**src/rtl/pc_next_unit.sv**
```systemverilog
`default_nettype none
// ---------------------------------------------------------------------------
// pc_next_unit : registered PC with branch/JALR redirect, stall, halt, trap
// Rev 1.0
// ---------------------------------------------------------------------------
module pc_next_unit #(
  parameter int          N        = 32,
  parameter logic [N-1:0] RESET_PC = 32'h0000_0000
) (
  input  logic         clk,
  input  logic         rst,
  input  logic         stall,
  input  logic         branch_taken,
  input  logic         jalr_sel,
  input  logic [N-1:0] imm,
  input  logic [N-1:0] jalr_addr,
  input  logic         halt_req,
  input  logic         resume,
  output logic [N-1:0] pc,
  output logic [N-1:0] pc_plus4,
  output logic [N-1:0] branch_target,
  output logic         pc_valid,
  output logic         flush,
  output logic         misaligned
);

  typedef enum logic [1:0] {
    S_BOOT = 2'd0,
    S_RUN  = 2'd1,
    S_HALT = 2'd2
  } state_t;

  localparam logic [N-1:0] C_FOUR = N'(4);

  state_t       r_state, w_state_d;
  logic [N-1:0] r_pc, w_pc_d;
  logic         r_valid, w_valid_d;
  logic         r_flush, w_flush_d;
  logic         r_mis, w_mis_d;
  logic [N-1:0] w_jalr_target;
  logic [N-1:0] w_candidate;

  // imm is in half-words; the shift discards its top bit, wrapping mod 2^N
  assign branch_target = r_pc + (imm << 1);
  assign pc_plus4      = r_pc + C_FOUR;
  assign w_jalr_target = jalr_addr & ~N'(1);
  assign w_candidate   = jalr_sel ? w_jalr_target : branch_target;

  always_comb begin
    w_state_d = r_state;
    w_pc_d    = r_pc;
    w_valid_d = r_valid;
    w_flush_d = 1'b0;
    w_mis_d   = 1'b0;
    case (r_state)
      S_BOOT: begin
        w_state_d = S_RUN;
        w_valid_d = 1'b1;
      end
      S_RUN: begin
        if (halt_req) begin
          w_state_d = S_HALT;
          w_valid_d = 1'b0;
        end else if (stall) begin
          w_pc_d = r_pc;
        end else if (jalr_sel || branch_taken) begin
          // no compressed ISA: a target off a word boundary traps to HALT
          if (w_candidate[1]) begin
            w_mis_d   = 1'b1;
            w_valid_d = 1'b0;
            w_state_d = S_HALT;
          end else begin
            w_pc_d    = w_candidate;
            w_flush_d = 1'b1;
          end
        end else begin
          w_pc_d = pc_plus4;
        end
      end
      S_HALT: begin
        w_valid_d = 1'b0;
        if (resume) begin
          w_state_d = S_RUN;
          w_valid_d = 1'b1;
        end
      end
      default: begin
        w_state_d = S_BOOT;
        w_valid_d = 1'b0;
      end
    endcase
  end

  always_ff @(posedge clk) begin
    if (!rst) begin
      r_state <= S_BOOT;
      r_pc    <= RESET_PC;
      r_valid <= 1'b0;
      r_flush <= 1'b0;
      r_mis   <= 1'b0;
    end else begin
      r_state <= w_state_d;
      r_pc    <= w_pc_d;
      r_valid <= w_valid_d;
      r_flush <= w_flush_d;
      r_mis   <= w_mis_d;
    end
  end

  assign pc         = r_pc;
  assign pc_valid   = r_valid;
  assign flush      = r_flush;
  assign misaligned = r_mis;

endmodule
`default_nettype wire

```
**config.mk**
```make
export PLATFORM = sky130hd
export DESIGN_NAME = pc_next_unit
export DESIGN_NICKNAME = d
export VERILOG_FILES = /design/src/rtl/pc_next_unit.sv
export SDC_FILE = /design/constraint.sdc
export NUM_CORES = 1
export LEC_CHECK = 0
export BUFFER_PORTS_ARGS = -buffer_cell sky130_fd_sc_hd__buf_2
export CORE_MARGIN = 1
export CORE_UTILIZATION = 50
export CTS_CLUSTER_SIZE = 20
export DETAILED_ROUTE_END_ITERATION = 12
export HOLD_SLACK_MARGIN = 0.06
export PLACE_DENSITY = 0.87
export SYNTH_ARGS = -nofsm -noshare
export SYNTH_HDL_FRONTEND = slang
export SYNTH_SLANG_ARGS = --single-unit
```
**constraint.sdc**
```tcl
create_clock -name clk -period 3.1 [get_ports clk]
set_input_delay 0.155 -clock clk [delete_from_list [all_inputs] [get_ports clk]]
set_output_delay 0.155 -clock clk [all_outputs]
set_load 0.05 [all_outputs]
```
==> impl_metrics.yaml, run 1 <==
run_status:
  status: "finished with violations"
  violations: "setup timing"
job:
  max_cap_viol_count: 0
clocking:
  htreeDepth: 2
  cts.sinks: 35
  clk_pin_slew_ns: 0.09
  cts_tree: "done"
  cts_buffer_depth: 2
  numCtsBuffers: 5
  clockRootBuffer: "clkbuf_8"
  postCtsHoldBufs: 0
  clk_latency_ns: 0.30
floorplanning:
  io_pins: 170
  die_w_um: 93.6
  die_area_um2: 8770
  core_area_um2: 8180
  die_y_um: 93.6
  rows: 33
  start_util_pct: 51.3
global_routing:
  grt_use_met3_pct: 5.20
  grtUsageMet2_pct: 57.2
  track_usage_pct: 34.0
  antenna_found_initial: 0
  grt_pass1_vias: 4832
  grt_pass1_wl_mm: 23.2
  gr-total-overflow: 0
  grt_max_degree: 31
  grt.busiest_layer: "met2"
  grtUsageMet1_pct: 42.3
timing:
  setup_violations: 1
  skew_ns: 0.00907
  setup_slack_ns: -0.0262
  worst_slew_pin_slew_ns: 0.956
  rsz0062_at_grt: "true"
  fmax_mhz: 320
  hold_violations: 0
  slew_viol_final: 0
  fin_crit_ns: 3.13
  slew_headroom_pct: 36.2
  finalCritPeriodShare_pct: 101
finish:
  final_util_pct: 66.9
  drive_gt1_share_pct: 32.9
  instances_no_fill: 858
  nFillCells: 749
  nets: 854
  diodes: 0
  synthToLayoutAreaGrowth_pct: 30.3
critical_path:
  start_kind: "flip-flop"
  path_class: "reg2out"
  crit_arrival_ns: 2.97
  required_ns: 2.94
  end_kind: "primary output"
  path_max_fanout: 8
yosys:
  synth_seq_area_share_pct: 16.7
  yosysWarnings: 0
  ys.flop_type: "dfxtp_1"
  ys_seq_elements: 35
  syn_inst: 576
  synth-edff-count: 0
  ys_types: 72
  netlist.area_leader.share_pct: 16.7
  async_flop_share_pct: 0
  syn-mean-instance-area_um2: 7.29
  synth_area_leaders: "dfxtp_1 17%, ha_1 9.2%, xnor2_1 7.9%"
  syn-cell-area_um2: 4200
  yosysTopAreaCell: "dfxtp_1"
drt:
  drt_wl_total_mm: 15.2
  drc_errors: 0
  ant_nets: 0
  post_drt_wl_per_cell_um: 17.7
  routed_via_density: 6.14
  dr.pass1.iters: 5
  drt-initial-drc-count: 448
  vias: 5266
placed_design:
  place_inst: 845
  place_congestion: 0.978
  port-buffer-count: 162
  post-dp-hpwl_mm: 11.7
power:
  power_density_nw_per_um2: 318
  p_leak_nw: 2.69
  finalPower_mw: 1.74
  ir_drop_v: 0.000241
worst_hold_path:
  min_path_type: "in2reg"
## flip-flops by register name (all words and copies together), names as in the netlist
signal,count
flush,1
misaligned,1
pc_valid,1
pc,30
r_state,2
## power by group
group	internal, mW	switching, mW	total (mW)	leakage (nW)
Clock	0.321	0.210	0.531	0.0644
Combinational	0.213	0.514	0.727	2.34
Sequential	0.465	0.0157	0.481	0.286
## layout by cell type, fill, tap and decap left out, drive strengths merged, types with 15 or more instances in the layout
master,instances
a21oi,51
buf,196
dfxtp,35
ha,31
inv,16
nand2,71
nand3,27
nor2,59
o21ai,40
xnor2,38
xor2,15
## path summary, 6_finish.rpt
path	from	endpoint	slack (ns)	cells past startpoint
setup / recovery	pc[20]	branch_target[31]	-0.03	10
setup reg to reg	pc[20]	pc[31]	0.47	9
hold / removal	jalr_addr[3]	pc[3]	0.14	3
hold reg to reg	pc_valid	pc_valid	0.47	1
## cell families (layout without fill, tap and decap cells)
| kind of cell | count (synthesis) | after routing | synth area share, % |
|---|---|---|---|
| simple gates | 228 | 228 | 26.6 |
| compound gates | 170 | 170 | 27.2 |
| xor+xnor | 53 | 53 | 11.1 |
| buf+inv | 47 | 220 | 6.35 |
| flops | 35 | 35 | 16.7 |
| fa+ha+maj | 31 | 31 | 9.24 |
| mux | 11 | 11 | 2.77 |
| other cells | 1 | 5 | 0.0893 |
## routing by layer
layer / part of all wire, % / wire [um]
met2: 46 / 7020
met1: 38 / 5850
met3: 11 / 1720
met5: 0 / 0
met4: 4.0 / 611
## worst max-delay path: stages (launching register included)
cell and delay (ns):
dfxtp_1 0.34, ha_1 0.38, a21oi_1 0.23, o21ai_0 0.12
a31o_1 0.23, a22o_1 0.20, or2_1 0.25, o41ai_2 0.27
mux2i_1 0.35, nor2_2 0.08, buf_2 0.21
## what timing repair did
action,in CTS,in global routing
setup buffers,2,3
resized for setup,9,12
cloned,0,0
endpoints found under the setup margin,6,11
pin swaps,1,4
## cell usage after synthesis, types with 7 or more instances
library cell and number:
o21ai_0 32, a21o_1 9, o211ai_1 8, nor3_1 9
dfxtp_1 35, and3_1 8, o21a_1 7, o21ai_1 8
inv_1 16, ha_1 31, a21oi_1 48, clkbuf_1 12
and4_1 8, or3_1 9, nor2_1 58, nand3_1 27
nand4_1 10, xor2_1 15, nand2_1 70, xnor2_1 38
## metrics by stage
step / setup TNS, ns / instance area [um2] / setup slack (ns) / hold WS, ns
6_report: -0.0262 / 5470 / -0.0262 / 0.139
5_1_grt: -0.128 / 5470 / -0.126 / 0.149
4_1_cts: -0.00183 / 5410 / -0.00183 / 0.140
3_5_place_dp: 0 / 5230 / 0.212 / 0.459
3_3_place_gp: 0 / 5230 / 0.281 / 0.430
2_1_floorplan: -0.136 / 4280 / -0.136 / 0.318
## final cells by class
class	count	area, um2	share of cell area (%)
Clock inverter	3	67.6	1.24
Tap cell	105	131	2.40
Multi-Input combinational cell	498	3360	61.5
Sequential cell	35	707	12.9
Timing Repair Buffer	196	1070	19.6
Inverter	16	60.1	1.10
Clock buffer	5	68.8	1.26
(Power assumes the default switching activity.)
==> inputs of run 2 (changes only) <==
CELL_PAD_IN_SITES_DETAIL_PLACEMENT = 0   (was unset)
CELL_PAD_IN_SITES_GLOBAL_PLACEMENT = 2   (was unset)
CORE_UTILIZATION = 26   (was 50)
PLACE_DENSITY = 0.86   (was 0.87)
==> run 2 against run 1 <==
Net effect: the run now ends clean; via count fell by 3.1%; sequential cell count did not move; non-clock buffer count rose by 15; global-route usage fell by 14 points; register-to-register slack barely moved; cell count rose by 15%; critical path depth did not move; utilization fell by 29 points; wire length rose by 18%; first-iteration DRC count fell by 33%; clock power rose by 31%; combinational power rose by 6.6%; largest power group unchanged.
==> impl_metrics.yaml, run 2 (synthesized netlist as in run 1, its figures left out) <==
placed_design:
  place_inst: 967
  place_congestion: 0.940
  port-buffer-count: 162
  post-dp-hpwl_mm: 14.0
clocking:
  cts.sinks: 35
  cts_buffer_depth: 2
  clk_pin_slew_ns: 0.07
  cts_tree: "done"
  clk_latency_ns: 0.29
  postCtsHoldBufs: 0
  numCtsBuffers: 5
  htreeDepth: 2
  clockRootBuffer: "clkbuf_16"
global_routing:
  gr-total-overflow: 0
  grt_pass1_wl_mm: 25.9
  track_usage_pct: 20.4
  grt_max_degree: 30
  grt_pass1_vias: 4776
  antenna_found_initial: 0
critical_path:
  path_class: "reg2out"
  start_kind: "flip-flop"
  path_max_fanout: 9
  required_ns: 2.94
  crit_arrival_ns: 2.89
  end_kind: "primary output"
power:
  power_density_nw_per_um2: 327
  ir_drop_v: 0.000229
  p_leak_nw: 2.80
timing:
  fmax_mhz: 329
  setup_violations: 0
  finalCritPeriodShare_pct: 98.2
  hold_slack_ns: 0.147
  slew_viol_final: 0
  fin_crit_ns: 3.04
  tns_ns: 0
  worst_slew_pin_slew_ns: 0.866
  slew_headroom_pct: 42.0
  rsz0062_at_grt: "false"
  skew_ns: 0.00782
  hold_violations: 0
drt:
  vias: 5102
  post_drt_wl_per_cell_um: 18.2
  drt_wl_total_mm: 17.9
  routed_via_density: 5.18
  drc_errors: 0
  dr.pass1.iters: 4
  ant_nets: 0
  drt-initial-drc-count: 300
finish:
  synthToLayoutAreaGrowth_pct: 42.2
  drive_gt1_share_pct: 37.4
  final_cell_mix: "157 x buf_2, 70 x nand2_1, 56 x nor2_1"
  largest_reg_flops: 30
  diodes: 0
  final_util_pct: 37.7
  nets: 869
  instances_no_fill: 984
  nFillCells: 1743
  final_common_cell: "buf_2"
job:
  max_cap_viol_count: 0
floorplanning:
  die_w_um: 129
  rows: 46
  io_pins: 170
  start_util_pct: 26.5
  die_area_um2: 16700
  core_area_um2: 15800
  die_y_um: 129
worst_hold_path:
  min_path_type: "in2reg"
run_status:
  status: "finished clean"
run 2: layer usage:
metal	part of all wire (%)	vias up	global-route usage [%]
li1	-	2467	-
met1	44	2402	27.0
met2	47	218	34.9
met3	7.3	15	3.06
met4	1.3	0	4.57
met5	0	-	0
run 2: timing repair:
| action | 4_1_cts | 5_1_grt |
|---|---|---|
| buffers inserted | 2 | 7 |
| endpoints found under the setup margin | 5 | 7 |
| cloned | 0 | 0 |
| gates resized for setup | 16 | 45 |
| pin swaps | 4 | 11 |
run 2: worst max-delay path, cell delays in order (launching register included):
cell	delay (ns)
dfxtp_2	0.33
ha_4	0.26
a21oi_4	0.19
o21ai_1	0.09
a31o_1	0.26
a22o_1	0.21
or2_1	0.26
o41ai_2	0.40
mux2i_1	0.36
nor2_2	0.08
buf_6	0.16
run 2: path summary, 6_finish.rpt:
check	start	slack, ns	end	cells after the start
worst min register to register	pc_valid	0.48	pc_valid	1
worst max-delay path	pc[16]	0.06	branch_target[31]	10
worst min-delay path	jalr_addr[3]	0.15	pc[3]	3
worst max register to register	pc[16]	0.48	pc[31]	9
run 2: area by class of cell:
type / count / area (um2) / share of cell area [%]
clock inverter: 2 / 60.1 / 1.01
tap: 216 / 270 / 4.53
inverter: 16 / 60.1 / 1.01
multi-input combinational: 498 / 3540 / 59.4
timing repair buffer: 211 / 1200 / 20.1
clock buffer: 6 / 129 / 2.16
sequential: 35 / 707 / 11.8
run 2: metrics by stage:
stage	instance area (um2)	setup WS, ns	power (mW)
global route	5970	0.00524	2.02
detailed placement	5450	0.180	1.22
floorplan	4280	-0.136	1.02
global placement	5450	0.202	1.21
finish	5970	0.0571	1.95
CTS	5710	0.00963	1.92
run 2: where the power goes:
part           switching (mW)  internal (mW)
clock                   0.234          0.463
combinational           0.535          0.240
sequential             0.0141          0.465
total                   0.783           1.17
==> inputs of run 3 (changes only) <==
==> constraint.sdc (replaced) <==
create_clock -name clk -period 3.1 [get_ports clk]
set_input_delay 0.62 -clock clk [delete_from_list [all_inputs] [get_ports clk]]
set_output_delay 0.62 -clock clk [all_outputs]
set_load 0.05 [all_outputs]
==> run 3 against run 2 <==
Net effect: the run now ends with setup timing left; sequential cell count is the same; worst setup slack lost 0.34 ns; utilization grew 10 points.
==> impl_metrics.yaml, run 3 (synthesized netlist as in run 1, its figures left out) <==
timing:
  rsz0062_at_grt: "true"
  fin_crit_ns: 3.38
  setup_slack_ns: -0.280
  skew_ns: 0.00753
  slew_viol_final: 0
  hold_violations: 0
  finalCritPeriodShare_pct: 109
  worst_slew_pin_slew_ns: 0.648
  setup_violations: 17
  slew_headroom_pct: 56.7
  fmax_mhz: 296
critical_path:
  reg2reg_depth: 16
  required_ns: 2.48
  path_max_fanout: 4
  crit_arrival_ns: 2.76
  end_kind: "primary output"
  worstSetupStartpoint: "imm[10]"
  path_class: "in2out"
  start_kind: "primary input"
  reg2reg_from: "pc[11]"
placed_design:
  placed_cell_area_um2: 6390
  post-dp-hpwl_mm: 15.1
  port-buffer-count: 162
  place_congestion: 0.907
power:
  power_density_nw_per_um2: 263
  ir_drop_v: 0.000159
  p_leak_nw: 3.59
  finalPower_mw: 1.99
clocking:
  clk_latency_ns: 0.29
  postCtsHoldBufs: 0
  clockRootBuffer: "clkbuf_16"
  cts_buffer_depth: 2
  numCtsBuffers: 5
  cts_tree: "done"
  htreeDepth: 2
  clk_pin_slew_ns: 0.05
  cts.sinks: 35
finish:
  final_common_cell: "buf_4"
  final_cell_mix: "162 x buf_4, 131 x buf_2, 67 x nand2_1"
  final_util_pct: 47.8
  drive_gt1_share_pct: 52.9
  design_area_um2: 7560
  synthToLayoutAreaGrowth_pct: 80.1
  largest_reg_flops: 30
  nets: 990
global_routing:
  track_usage_pct: 22.6
  grt_max_degree: 30
  gr-total-overflow: 0
  grt_pass1_wl_mm: 29.1
  grt_pass1_vias: 5530
  antenna_found_initial: 2
floorplanning:
  start_util_pct: 26.5
  io_pins: 170
  die_area_um2: 16700
  core_area_um2: 15800
  rows: 46
  die_w_um: 129
  die_y_um: 129
drt:
  dr.pass1.iters: 5
  routed_via_density: 5.12
  vias: 5655
  ant_nets: 0
  post_drt_wl_per_cell_um: 17.9
  drc_errors: 0
  drt-initial-drc-count: 300
  drt_wl_total_mm: 19.8
worst_hold_path:
  min_path_type: "reg2reg"
  worstHoldPathCells: 1
  hold_start: "pc_valid"
job:
  max_cap_viol_count: 0
run_status:
  status: "finished with violations"
  violations: "setup timing"
## run 3: what timing repair did
item | 4_1_cts | 5_1_grt
resized for setup | 89 | 74
buffers inserted | 21 | 16
endpoints found under the setup margin | 21 | 24
pin swaps | 38 | 40
## run 3: worst paths after layout
check             slack (ns)                end
setup / recovery       -0.28  branch_target[30]
hold / removal          0.48           pc_valid
setup reg to reg        0.19             pc[26]
hold reg to reg         0.48           pc_valid
## run 3: power breakdown
group	total [mW]	switching, mW	internal, mW	leakage (nW)
clock network	0.499	0.209	0.290	0.0628
registers	0.481	0.0146	0.466	0.293
logic	1.01	0.606	0.405	3.24
## run 3: final cells by class
| type | instances | area (um2) |
|---|---|---|
| antenna | 1 | 2.50 |
| clock buffer | 6 | 129 |
| fill | 1555 | 8270 |
| inverter | 16 | 60.1 |
| multi-input combinational | 498 | 4060 |
| sequential | 35 | 723 |
| tap | 216 | 270 |
| timing repair buffer | 332 | 2320 |
## run 3: layer usage
layer  global-route usage, %  vias up  share of wire, %
li1                        -     2712                 -
met5                       0        -             0.066
met3                    3.76       37               6.0
met4                    7.20        2               2.1
met2                    39.4      200                50
met1                    28.4     2704                42
## run 3: critical path, cell delays in order
cell,delay [ns]
buf_6,0.10
ha_4,0.22
a21o_1,0.16
a21o_1,0.17
a221oi_4,0.31
o31ai_4,0.14
o211ai_1,0.32
and2_4,0.26
o21a_4,0.17
xnor2_4,0.11
buf_6,0.17
## run 3: per-stage QoR
stage          hold WS, ns  worst slack, ns  std cells  TNS (ns)
3_3_place_gp         0.445           -0.547       1065     -5.95
4_1_cts              0.488           -0.313       1092     -2.16
3_5_place_dp         0.475           -0.556       1065     -6.10
5_1_grt              0.512           -0.328       1103     -3.33
2_1_floorplan        0.496           -0.155        580    -0.796
6_report             0.478           -0.280       1104     -2.12
